### src/rtl/dma_io_peripheral_pkg.sv
// Shared types and constants for the DMA I/O-side peripheral.
// State encoding is fixed so it can be traced from older waveform tooling.
package dma_io_peripheral_pkg;

    localparam int unsigned DMA_BYTE_W = 8;

    typedef logic [1:0] periph_state_t;

    localparam periph_state_t P_IDLE = 2'd0;
    localparam periph_state_t P_REQ  = 2'd1;
    localparam periph_state_t P_ACK  = 2'd2;
    localparam periph_state_t P_DONE = 2'd3;

endpackage

### src/rtl/dma_io_peripheral_if.sv
// DMA bus strobes plus the local TX/RX byte-stream handshakes of the peripheral.
interface dma_io_peripheral_if;
    import dma_io_peripheral_pkg::*;

    logic                  DREQ;
    logic                  DACK;
    logic                  IOR_N;
    logic                  IOW_N;
    logic                  EOP_N;
    logic [DMA_BYTE_W-1:0] db_in;
    logic [DMA_BYTE_W-1:0] db_out;
    logic                  db_oe;
    logic                  tx_valid;
    logic [DMA_BYTE_W-1:0] tx_data;
    logic                  tx_ready;
    logic                  rx_valid;
    logic [DMA_BYTE_W-1:0] rx_data;
    logic                  rx_ready;

    modport master (
        input  DREQ, db_out, db_oe, tx_ready, rx_valid, rx_data,
        output DACK, IOR_N, IOW_N, EOP_N, db_in, tx_valid, tx_data, rx_ready
    );

    modport slave (
        output DREQ, db_out, db_oe, tx_ready, rx_valid, rx_data,
        input  DACK, IOR_N, IOW_N, EOP_N, db_in, tx_valid, tx_data, rx_ready
    );

endinterface

### src/rtl/dma_sync_fifo.sv
// Synchronous FIFO with occupancy count; a pop frees a slot for a same-cycle push.
module dma_sync_fifo #(
    parameter int unsigned DEPTH = 8,
    parameter int unsigned WIDTH = 8
) (
    input  logic                     clk,
    input  logic                     rst,
    input  logic                     push,
    input  logic [WIDTH-1:0]         push_data,
    input  logic                     pop,
    output logic [WIDTH-1:0]         head,
    output logic                     full,
    output logic                     empty,
    output logic [$clog2(DEPTH):0]   count
);
    localparam int unsigned AW = $clog2(DEPTH);

    logic [WIDTH-1:0] mem [DEPTH];
    logic [AW:0]      wptr_q, rptr_q;
    logic             do_push, do_pop;

    assign count   = wptr_q - rptr_q;
    assign empty   = (count == '0);
    assign full    = (count == (AW + 1)'(DEPTH));
    assign do_pop  = pop && !empty;
    assign do_push = push && (!full || do_pop);
    assign head    = mem[rptr_q[AW-1:0]];

    always_ff @(posedge clk or posedge rst) begin
        if (rst) begin
            wptr_q <= '0;
            rptr_q <= '0;
        end else begin
            if (do_push) wptr_q <= wptr_q + 1'b1;
            if (do_pop)  rptr_q <= rptr_q + 1'b1;
        end
    end

    always_ff @(posedge clk) begin
        if (do_push) mem[wptr_q[AW-1:0]] <= push_data;
    end

endmodule

### src/rtl/dma_io_peripheral.sv
// 8237A-style I/O responder: raises DREQ, serves IOR_N from the TX FIFO and
// captures IOW_N data into the RX FIFO while DACK is held.
module dma_io_peripheral
    import dma_io_peripheral_pkg::*;
#(
    parameter int unsigned DEPTH = 8
) (
    input  logic                CLK,
    input  logic                RESET,
    input  logic                enable,
    input  logic                dir,
    input  logic                demand,
    dma_io_peripheral_if.slave  bus,
    output logic [15:0]         xfer_cnt,
    output logic                eop_seen,
    output logic                underrun,
    output logic                overrun
);
    localparam int unsigned CW = $clog2(DEPTH) + 1;

    periph_state_t         state_q, state_d;
    logic                  dreq_q, str_q, str_qq, dack_q, eop_pend_q;
    logic [DMA_BYTE_W-1:0] db_lat_q;

    logic                  tx_push, tx_pop, tx_full, tx_empty;
    logic                  rx_push, rx_pop, rx_full, rx_empty;
    logic [DMA_BYTE_W-1:0] tx_head;
    logic [CW-1:0]         tx_count, rx_count, tx_after, rx_after;
    logic                  strobe, done, eop_hit, more, db_oe;

    assign strobe = dir ? bus.IOW_N : bus.IOR_N;
    // Rising edge seen on the delayed copy; DACK must have been high at that edge.
    assign done    = (state_q == P_ACK) && dack_q && str_q && !str_qq;
    assign eop_hit = eop_pend_q || (bus.DACK && !bus.EOP_N);

    assign tx_push = bus.tx_valid && !tx_full;
    assign tx_pop  = done && !dir && !tx_empty;
    assign rx_pop  = bus.rx_ready && !rx_empty;
    assign rx_push = done && dir && (!rx_full || rx_pop);

    assign tx_after = tx_count + CW'(tx_push) - CW'(tx_pop);
    assign rx_after = rx_count + CW'(rx_push) - CW'(rx_pop);
    assign more     = dir ? (rx_after != CW'(DEPTH)) : (tx_after != '0);

    dma_sync_fifo #(.DEPTH(DEPTH), .WIDTH(DMA_BYTE_W)) u_tx_fifo (
        .clk       (CLK),
        .rst       (RESET),
        .push      (tx_push),
        .push_data (bus.tx_data),
        .pop       (tx_pop),
        .head      (tx_head),
        .full      (tx_full),
        .empty     (tx_empty),
        .count     (tx_count)
    );

    dma_sync_fifo #(.DEPTH(DEPTH), .WIDTH(DMA_BYTE_W)) u_rx_fifo (
        .clk       (CLK),
        .rst       (RESET),
        .push      (rx_push),
        .push_data (db_lat_q),
        .pop       (rx_pop),
        .head      (bus.rx_data),
        .full      (rx_full),
        .empty     (rx_empty),
        .count     (rx_count)
    );

    always_comb begin
        state_d = state_q;
        case (state_q)
            P_IDLE: if (enable && (dir ? !rx_full : !tx_empty)) state_d = P_REQ;
            P_REQ: begin
                if (!enable)       state_d = P_IDLE;
                else if (bus.DACK) state_d = P_ACK;
            end
            P_ACK: begin
                if (done) begin
                    if (eop_hit)              state_d = P_DONE;
                    else if (!demand || !more) state_d = P_IDLE;
                end else if (!bus.DACK && str_q && strobe) begin
                    state_d = P_REQ;
                end
            end
            P_DONE: if (!enable) state_d = P_IDLE;
            default: state_d = P_IDLE;
        endcase
    end

    always_ff @(posedge CLK or posedge RESET) begin
        if (RESET) begin
            state_q    <= P_IDLE;
            dreq_q     <= 1'b0;
            str_q      <= 1'b1;
            str_qq     <= 1'b1;
            dack_q     <= 1'b0;
            eop_pend_q <= 1'b0;
            db_lat_q   <= '0;
            xfer_cnt   <= '0;
            eop_seen   <= 1'b0;
            underrun   <= 1'b0;
            overrun    <= 1'b0;
        end else begin
            state_q    <= state_d;
            dreq_q     <= (state_d == P_REQ) || (state_d == P_ACK);
            str_q      <= strobe;
            str_qq     <= str_q;
            dack_q     <= bus.DACK;
            eop_pend_q <= (state_q == P_ACK) && !done && eop_hit;
            if (bus.DACK && !bus.IOW_N) db_lat_q <= bus.db_in;
            if ((state_q == P_IDLE) && (state_d == P_REQ)) xfer_cnt <= '0;
            else if (done)                                 xfer_cnt <= xfer_cnt + 16'd1;
            eop_seen <= (state_d == P_DONE) && (state_q != P_DONE);
            if (done && !dir && tx_empty)           underrun <= 1'b1;
            if (done && dir && rx_full && !rx_pop)  overrun  <= 1'b1;
        end
    end

    assign db_oe        = bus.DACK && !bus.IOR_N && !dir && (state_q == P_ACK);
    assign bus.db_oe    = db_oe;
    // An empty FIFO idles at 00 but answers a live read strobe with FF.
    assign bus.db_out   = tx_empty ? (db_oe ? 8'hFF : 8'h00) : tx_head;
    assign bus.DREQ     = dreq_q;
    assign bus.tx_ready = !tx_full;
    assign bus.rx_valid = !rx_empty;

endmodule

### src/flat_wrapper.sv
// flat-port wrapper written by rule: the top's interface ports become plain ports
module dma_io_peripheral_flat import dma_io_peripheral_pkg::*;
#(
    parameter int unsigned DEPTH = 8
)
  (CLK, RESET, enable, dir, demand, xfer_cnt, eop_seen, underrun, overrun, bus_DREQ, bus_db_out, bus_db_oe, bus_tx_ready, bus_rx_valid, bus_rx_data, bus_DACK, bus_IOR_N, bus_IOW_N, bus_EOP_N, bus_db_in, bus_tx_valid, bus_tx_data, bus_rx_ready);
  dma_io_peripheral_if bus_i ();
  input  logic CLK;
  input  logic RESET;
  input  logic enable;
  input  logic dir;
  input  logic demand;
  output logic [15:0] xfer_cnt;
  output logic eop_seen;
  output logic underrun;
  output logic overrun;
  output wire logic [$bits(bus_i.DREQ)-1:0] bus_DREQ;
  output wire logic [$bits(bus_i.db_out)-1:0] bus_db_out;
  output wire logic [$bits(bus_i.db_oe)-1:0] bus_db_oe;
  output wire logic [$bits(bus_i.tx_ready)-1:0] bus_tx_ready;
  output wire logic [$bits(bus_i.rx_valid)-1:0] bus_rx_valid;
  output wire logic [$bits(bus_i.rx_data)-1:0] bus_rx_data;
  input wire logic [$bits(bus_i.DACK)-1:0] bus_DACK;
  input wire logic [$bits(bus_i.IOR_N)-1:0] bus_IOR_N;
  input wire logic [$bits(bus_i.IOW_N)-1:0] bus_IOW_N;
  input wire logic [$bits(bus_i.EOP_N)-1:0] bus_EOP_N;
  input wire logic [$bits(bus_i.db_in)-1:0] bus_db_in;
  input wire logic [$bits(bus_i.tx_valid)-1:0] bus_tx_valid;
  input wire logic [$bits(bus_i.tx_data)-1:0] bus_tx_data;
  input wire logic [$bits(bus_i.rx_ready)-1:0] bus_rx_ready;
  assign bus_DREQ = bus_i.DREQ;
  assign bus_db_out = bus_i.db_out;
  assign bus_db_oe = bus_i.db_oe;
  assign bus_tx_ready = bus_i.tx_ready;
  assign bus_rx_valid = bus_i.rx_valid;
  assign bus_rx_data = bus_i.rx_data;
  assign bus_i.DACK = bus_DACK;
  assign bus_i.IOR_N = bus_IOR_N;
  assign bus_i.IOW_N = bus_IOW_N;
  assign bus_i.EOP_N = bus_EOP_N;
  assign bus_i.db_in = bus_db_in;
  assign bus_i.tx_valid = bus_tx_valid;
  assign bus_i.tx_data = bus_tx_data;
  assign bus_i.rx_ready = bus_rx_ready;
  dma_io_peripheral #(.DEPTH(DEPTH)) u_core (.CLK(CLK), .RESET(RESET), .enable(enable), .dir(dir), .demand(demand), .bus(bus_i), .xfer_cnt(xfer_cnt), .eop_seen(eop_seen), .underrun(underrun), .overrun(overrun));
endmodule
### config.mk
export PLATFORM = sky130hd
export DESIGN_NAME = dma_io_peripheral_flat
export DESIGN_NICKNAME = d
export VERILOG_FILES = /design/src/rtl/dma_io_peripheral_pkg.sv /design/src/rtl/dma_io_peripheral_if.sv /design/src/rtl/dma_sync_fifo.sv /design/src/rtl/dma_io_peripheral.sv /design/src/flat_wrapper.sv
export SDC_FILE = /design/constraint.sdc
export NUM_CORES = 1
export LEC_CHECK = 0
export CAP_MARGIN = 5
export CORE_ASPECT_RATIO = 1.1
export CORE_UTILIZATION = 50
export CTS_BUF_LIST = sky130_fd_sc_hd__clkbuf_4 sky130_fd_sc_hd__clkbuf_8 sky130_fd_sc_hd__clkbuf_16
export CTS_CLUSTER_SIZE = 16
export DETAILED_ROUTE_END_ITERATION = 6
export DONT_BUFFER_PORTS = 1
export PLACE_DENSITY = 0.67
export SKIP_CTS_REPAIR_TIMING = 1
export SYNTH_ARGS = -nofsm -noshare
export SYNTH_HDL_FRONTEND = slang
export SYNTH_HIERARCHICAL = 1
export SYNTH_SLANG_ARGS = --single-unit
export TNS_END_PERCENT = 1
### constraint.sdc
create_clock -name CLK -period 13.5 [get_ports CLK]
set_input_delay 2.7 -clock CLK [delete_from_list [all_inputs] [get_ports CLK]]
set_output_delay 2.7 -clock CLK [all_outputs]
set_load 0.01 [all_outputs]
# == After elaboration in Yosys (flattened, before gate mapping) ==
# Memory sizes are Yosys's and may differ from the RTL's.
# Cells that the tools add are included.
# classes
addsub,11
eq_ne,10
muxes,20
reduce_logical,53
# op_table
op,n
$mux 16,2
$logic_and 1x1->1,28
$add 16x1->16 const B,1
$add 4x1->4 const B,4
$mux 2,8
$mux 8,2
$logic_not 1->1,14
$add 4x1->4,2
$eq 2x2->1 const B,4
$eq 4x4->1 const B,2
$logic_not 4->1,2
$pmux 2 s4,1
$sub 4x1->4,2
$sub 4x4->4,2
$mux 1,7
$logic_or 1x1->1,6
$eq 2x1->1 const B,2
$ne 4x4->1 const B,1
$reduce_bool 4->1,1
$logic_not 2->1,1
$ne 2x2->1 const B,1
$reduce_bool 2->1,1
# word_totals
register_bits,50
mem_bits_rw,128
input_bits,27
out_inout_bits,39
word_cells,111
memories,2
# memory_table
memory,words,width,rd,rd_ports_with_merged_regs,wr,line_no,text
u_core.u_rx_fifo.mem,8,8,1,0,1,dma_sync_fifo.sv:18,logic [WIDTH-1:0] mem [DEPTH];
u_core.u_tx_fifo.mem,8,8,1,0,1,dma_sync_fifo.sv:18,

# == Depth between registers and ports, before layout ==
# logic_depth
ltp_word,19
ltp_mapped,22
mapped_depth_nobuf,21

# == By module ==
# Netlist, hierarchy kept.
# by_module_without_submodules
mod,n_inst,cells_each,area_per_inst_um2
dma_sync_fifo,2,171,2971.6
dma_io_peripheral,1,202,1988.2

# == Worst setup path before layout ==
# No wires, ideal clock.
# synth_timing
path_kind,in2out
start,input dir
end,output bus_db_out[0]
arrival_ns,3.835
setup_slack_ns,6.965
path_stages,4
n_path_buf,1
cell_sequence,buf_2 -> nor4b_1 -> nand2_1 -> o21ai_0
# synth_via
elab_chain_len,5
# synth_rtl
item,line_no,text
"start, declared",flat_wrapper.sv:11,input logic dir;
$logic_not 1->1,dma_io_peripheral.sv:119,assign db_oe = bus.DACK && !bus.IOR_N && !dir && (state_q == P_ACK);
$logic_and 1x1->1 (2 in series),dma_io_peripheral.sv:119,
net bus_db_oe,flat_wrapper.sv:19,output wire logic [$bits(bus_i.db_oe)-1:0] bus_db_oe;
$mux 8 (2 in series),dma_io_peripheral.sv:122,assign bus.db_out = tx_empty ? (db_oe ? 8'hFF : 8'h00) : tx_head;
"end, declared",flat_wrapper.sv:18,output wire logic [$bits(bus_i.db_out)-1:0] bus_db_out;
# The timed path passes the listed nets, and every way through them passes these cells.

# == Final worst setup path ==
# layout_timing
start,input dir
end,output bus_db_out[5]
# layout_via
elab_chain_len,5
# layout_rtl
item,line_no
$logic_not 1->1,dma_io_peripheral.sv:119
$logic_and 1x1->1 (2 in series),dma_io_peripheral.sv:119
$mux 8 (2 in series),dma_io_peripheral.sv:122
# No other way between the ends.

==> impl_metrics.py <==
metrics = {
    "worst_setup_path": {
        "critPathRequiredTime_ns": 10.80,
        "worstPathArrival_ns": 4.32,
        "worstReg2RegEnd": "u_core/eop_seen",
        "worst-setup-path-type": "in -> out",
        "crit_path_start_kind": "input port",
        "r2r_start": "u_core/u_tx_fifo/rptr_q[1]",
        "reg2reg_depth": 15,
        "r2r_slack_ns": 7.97,
        "cp_max_fo": 8,
        "crit_path_end_kind": "output pin",
    },
    "timing": {
        "setup_viol": 0,
        "rsz0062_at_grt": "no",
        "finalCritPeriodShare": 0.5202,
        "post-route-min-period_ns": 7.023,
        "tightestPinTransition_ns": 1.004,
        "tns_ns": 0,
        "slew_viol_final": 0,
        "fin_ws_ns": 6.477,
        "finalClockSkew_ns": 0.005950,
        "slew_headroom": 0.3279,
        "hold_violations": 0,
        "max_freq_mhz": 142.4,
    },
    "floorplan": {
        "num_rows": 47,
        "die_area_um2": 16370,
        "core_area_um2": 15290,
        "dieWidth_um": 122.1,
        "initial_core_util": 0.5187,
        "io_pins": 66,
        "fp.dieH_um": 134.1,
    },
    "global_routing": {
        "grt_pass1_wl_mm": 24.18,
        "antenna_found_initial": 0,
        "grt_pass1_vias": 4615,
        "grt_start_max_net_pins": 35,
        "grt_overflow_total": 0,
        "track_usage": 0.2021,
    },
    "yosys": {
        "synth.largest_area_cell": "edfxtp_1",
        "yosysTopAreaCellShare": 0.4846,
        "avgSynthCellArea_um2": 14.58,
        "ys_types": 52,
        "synthTopCellsByArea": "edfxtp_1 48%, dfrtp_1 15%, mux4_2 9.1%",
        "syn-num-nets": 595,
        "synth_cells": 544,
        "synth_seq_cells": 178,
        "synth_area_um2": 7931,
        "ys.flop_type": "edfxtp_1",
        "async_reset_ff_frac": 0.2809,
        "seq_area_frac_synth": 0.6427,
        "synth_edf_count": 128,
        "yosys_warnings": 6,
    },
    "cells_and_area": {
        "fill_cells": 1220,
        "layout_common_cells": "128 x edfxtp_1, 73 x nand2_1, 48 x dfrtp_1",
        "drive_gt1_frac": 0.1813,
        "seq_area_um2": 5097,
        "antenna-diode-count": 0,
        "mostFrequentLayoutCell": "edfxtp_1",
        "multi_input_area_um2": 2606,
        "nNetsFinal": 606,
        "layout-area-overhead-vs-synth_pct": 11.36,
    },
    "clocking": {
        "clkSinkCount": 178,
        "cts_htree_levels": 4,
        "cts_tree": "built",
        "cts_buffer_depth": 2,
        "clkTransAtPathRegs_ns": 0.07,
        "cts_buffers": 17,
        "insertion_delay_ns": 0.43,
        "clockRootBuffer": "clkbuf_16",
    },
    "power_and_ir_drop": {
        "fin_total_pwr_mw": 1.899,
        "vdd_drop_max_mv": 0.1097,
        "power-per-cell-area_nw_per_um2": 215.0,
        "p_leak_nw": 3.340,
    },
    "min_path": {
        "whs_endpoint": "u_core/str_qq",
        "hold_path.class": "reg -> reg",
        "hold_start": "u_core/str_q",
        "hold_depth": 0,
    },
    "drt": {
        "viasPerCell": 5.662,
        "vias": 4326,
        "drt-initial-drc-count": 249,
        "avgRoutedWirePerCell_um": 20.05,
        "routed_wl_mm": 15.32,
        "drt_first_pass_iters": 4,
        "drc_errors": 0,
        "postRouteAntennaNets": 0,
    },
    "placed_design": {
        "hpwl_mm": 10.51,
        "gp_congestion": 0.8213,
        "portBuffers": 0,
        "pre_cts_slack_ns": 6.403,
    },
    "run_status": {
        "outcome": "finished, final reports clean",
    },
    "job": {
        "cap_violations": 0,
    },
}
## sequential cells by signal, indices dropped and copies added (netlist names)
register	flops
u_core/state_q	2
u_core/db_lat_q	8
u_core/dack_q	1
u_core/u_rx_fifo/rptr_q	4
u_core/u_tx_fifo/wptr_q	4
u_core/eop_pend_q	1
u_core/u_rx_fifo/mem	64
u_core/u_tx_fifo/mem	64
u_core/bus.DREQ	1
u_core/overrun	1
u_core/str_q	1
u_core/xfer_cnt	16
u_core/u_rx_fifo/wptr_q	4
u_core/str_qq	1
u_core/eop_seen	1
u_core/u_tx_fifo/rptr_q	4
u_core/underrun	1
## cell type report
cell class | instances | area share
Sequential cell | 178 | 0.5771
Multi-Input combinational cell | 304 | 0.2951
Clock buffer | 17 | 0.04817
Tap cell | 196 | 0.02777
Clock inverter | 15 | 0.02465
Inverter | 44 | 0.01870
Timing Repair Buffer | 10 | 0.008500
## per-layer routing
| layer | vias up | track usage | wire length, um |
|---|---|---|---|
| met5 | - | 0 | 0 |
| met4 | 0 | 0.08808 | 332 |
| met3 | 18 | 0.04294 | 536 |
| met2 | 73 | 0.3559 | 8102 |
| met1 | 2219 | 0.2365 | 6350 |
| li1 | 2016 | - | - |
## cells by family (layout without fill, tap and decap cells)
kind of cell               count (synthesis)  count (layout)  share of synthesized area
DFF                                      178             178                     0.6427
adders and majority gates                 24              24                    0.04165
and+or+nand+nor                          156             156                    0.09655
buffers and inverters                     62              86                    0.03061
AOI/OAI and AO/OA                         42              42                    0.03676
xor gates and xnor gates                  36              36                    0.03975
muxes                                     46              46                     0.1120
## worst max-delay path by stage
| stage | endpoint | depth (start not counted) | start |
|---|---|---|---|
| floorplan | bus_db_out[0] | 4 | dir |
| global placement | bus_db_out[6] | 3 | dir |
| detailed placement | bus_db_out[5] | 3 | dir |
| CTS | bus_db_out[5] | 3 | dir |
| global route | bus_db_out[3] | 6 | u_core/u_tx_fifo/rptr_q[1] |
| finish | bus_db_out[5] | 3 | dir |
## report_power, final
| part | leakage, nW | switching [mW] | total [mW] | internal (mW) |
|---|---|---|---|---|
| clock network | 0.308 | 0.226 | 0.528 | 0.302 |
| logic | 1.23 | 0.355 | 0.631 | 0.276 |
| registers | 1.80 | 0.0790 | 0.740 | 0.661 |
## per-stage QoR
stage / instance area (um2) / util / hold slack, ns / std cells
5_1_grt: 8832 / 0.5777 / 0.3849 / 764
6_report: 8832 / 0.5777 / 0.3787 / 764
4_1_cts: 8832 / 0.5777 / 0.3800 / 764
2_1_floorplan: 7931 / - / 0.3651 / 544
3_3_place_gp: 8189 / 0.5356 / 0.3713 / 732
3_5_place_dp: 8189 / 0.5356 / 0.3759 / 732
## synth_stat cells (3+ instances only)
cell type	count
nand3_1	6
edfxtp_1	128
nand4_1	5
nor3_1	14
mux4_2	32
a21oi_1	12
fa_1	4
ha_1	20
nand2_1	73
clkbuf_1	8
a21o_1	3
xor2_1	15
inv_1	42
mux2_2	10
dfrtp_1	48
and3_1	4
nand3b_1	3
nand2b_1	3
xnor2_1	21
nor2_1	25
buf_2	6
o211ai_1	4
mux2_4	3
o21ai_0	13
or3_1	3
## critical path, cell delays in order
cell     delay (ns)
nor4b_1        0.82
nand2_1        0.46
o21ai_0        0.34
Power figures use the tool's default switching activity.
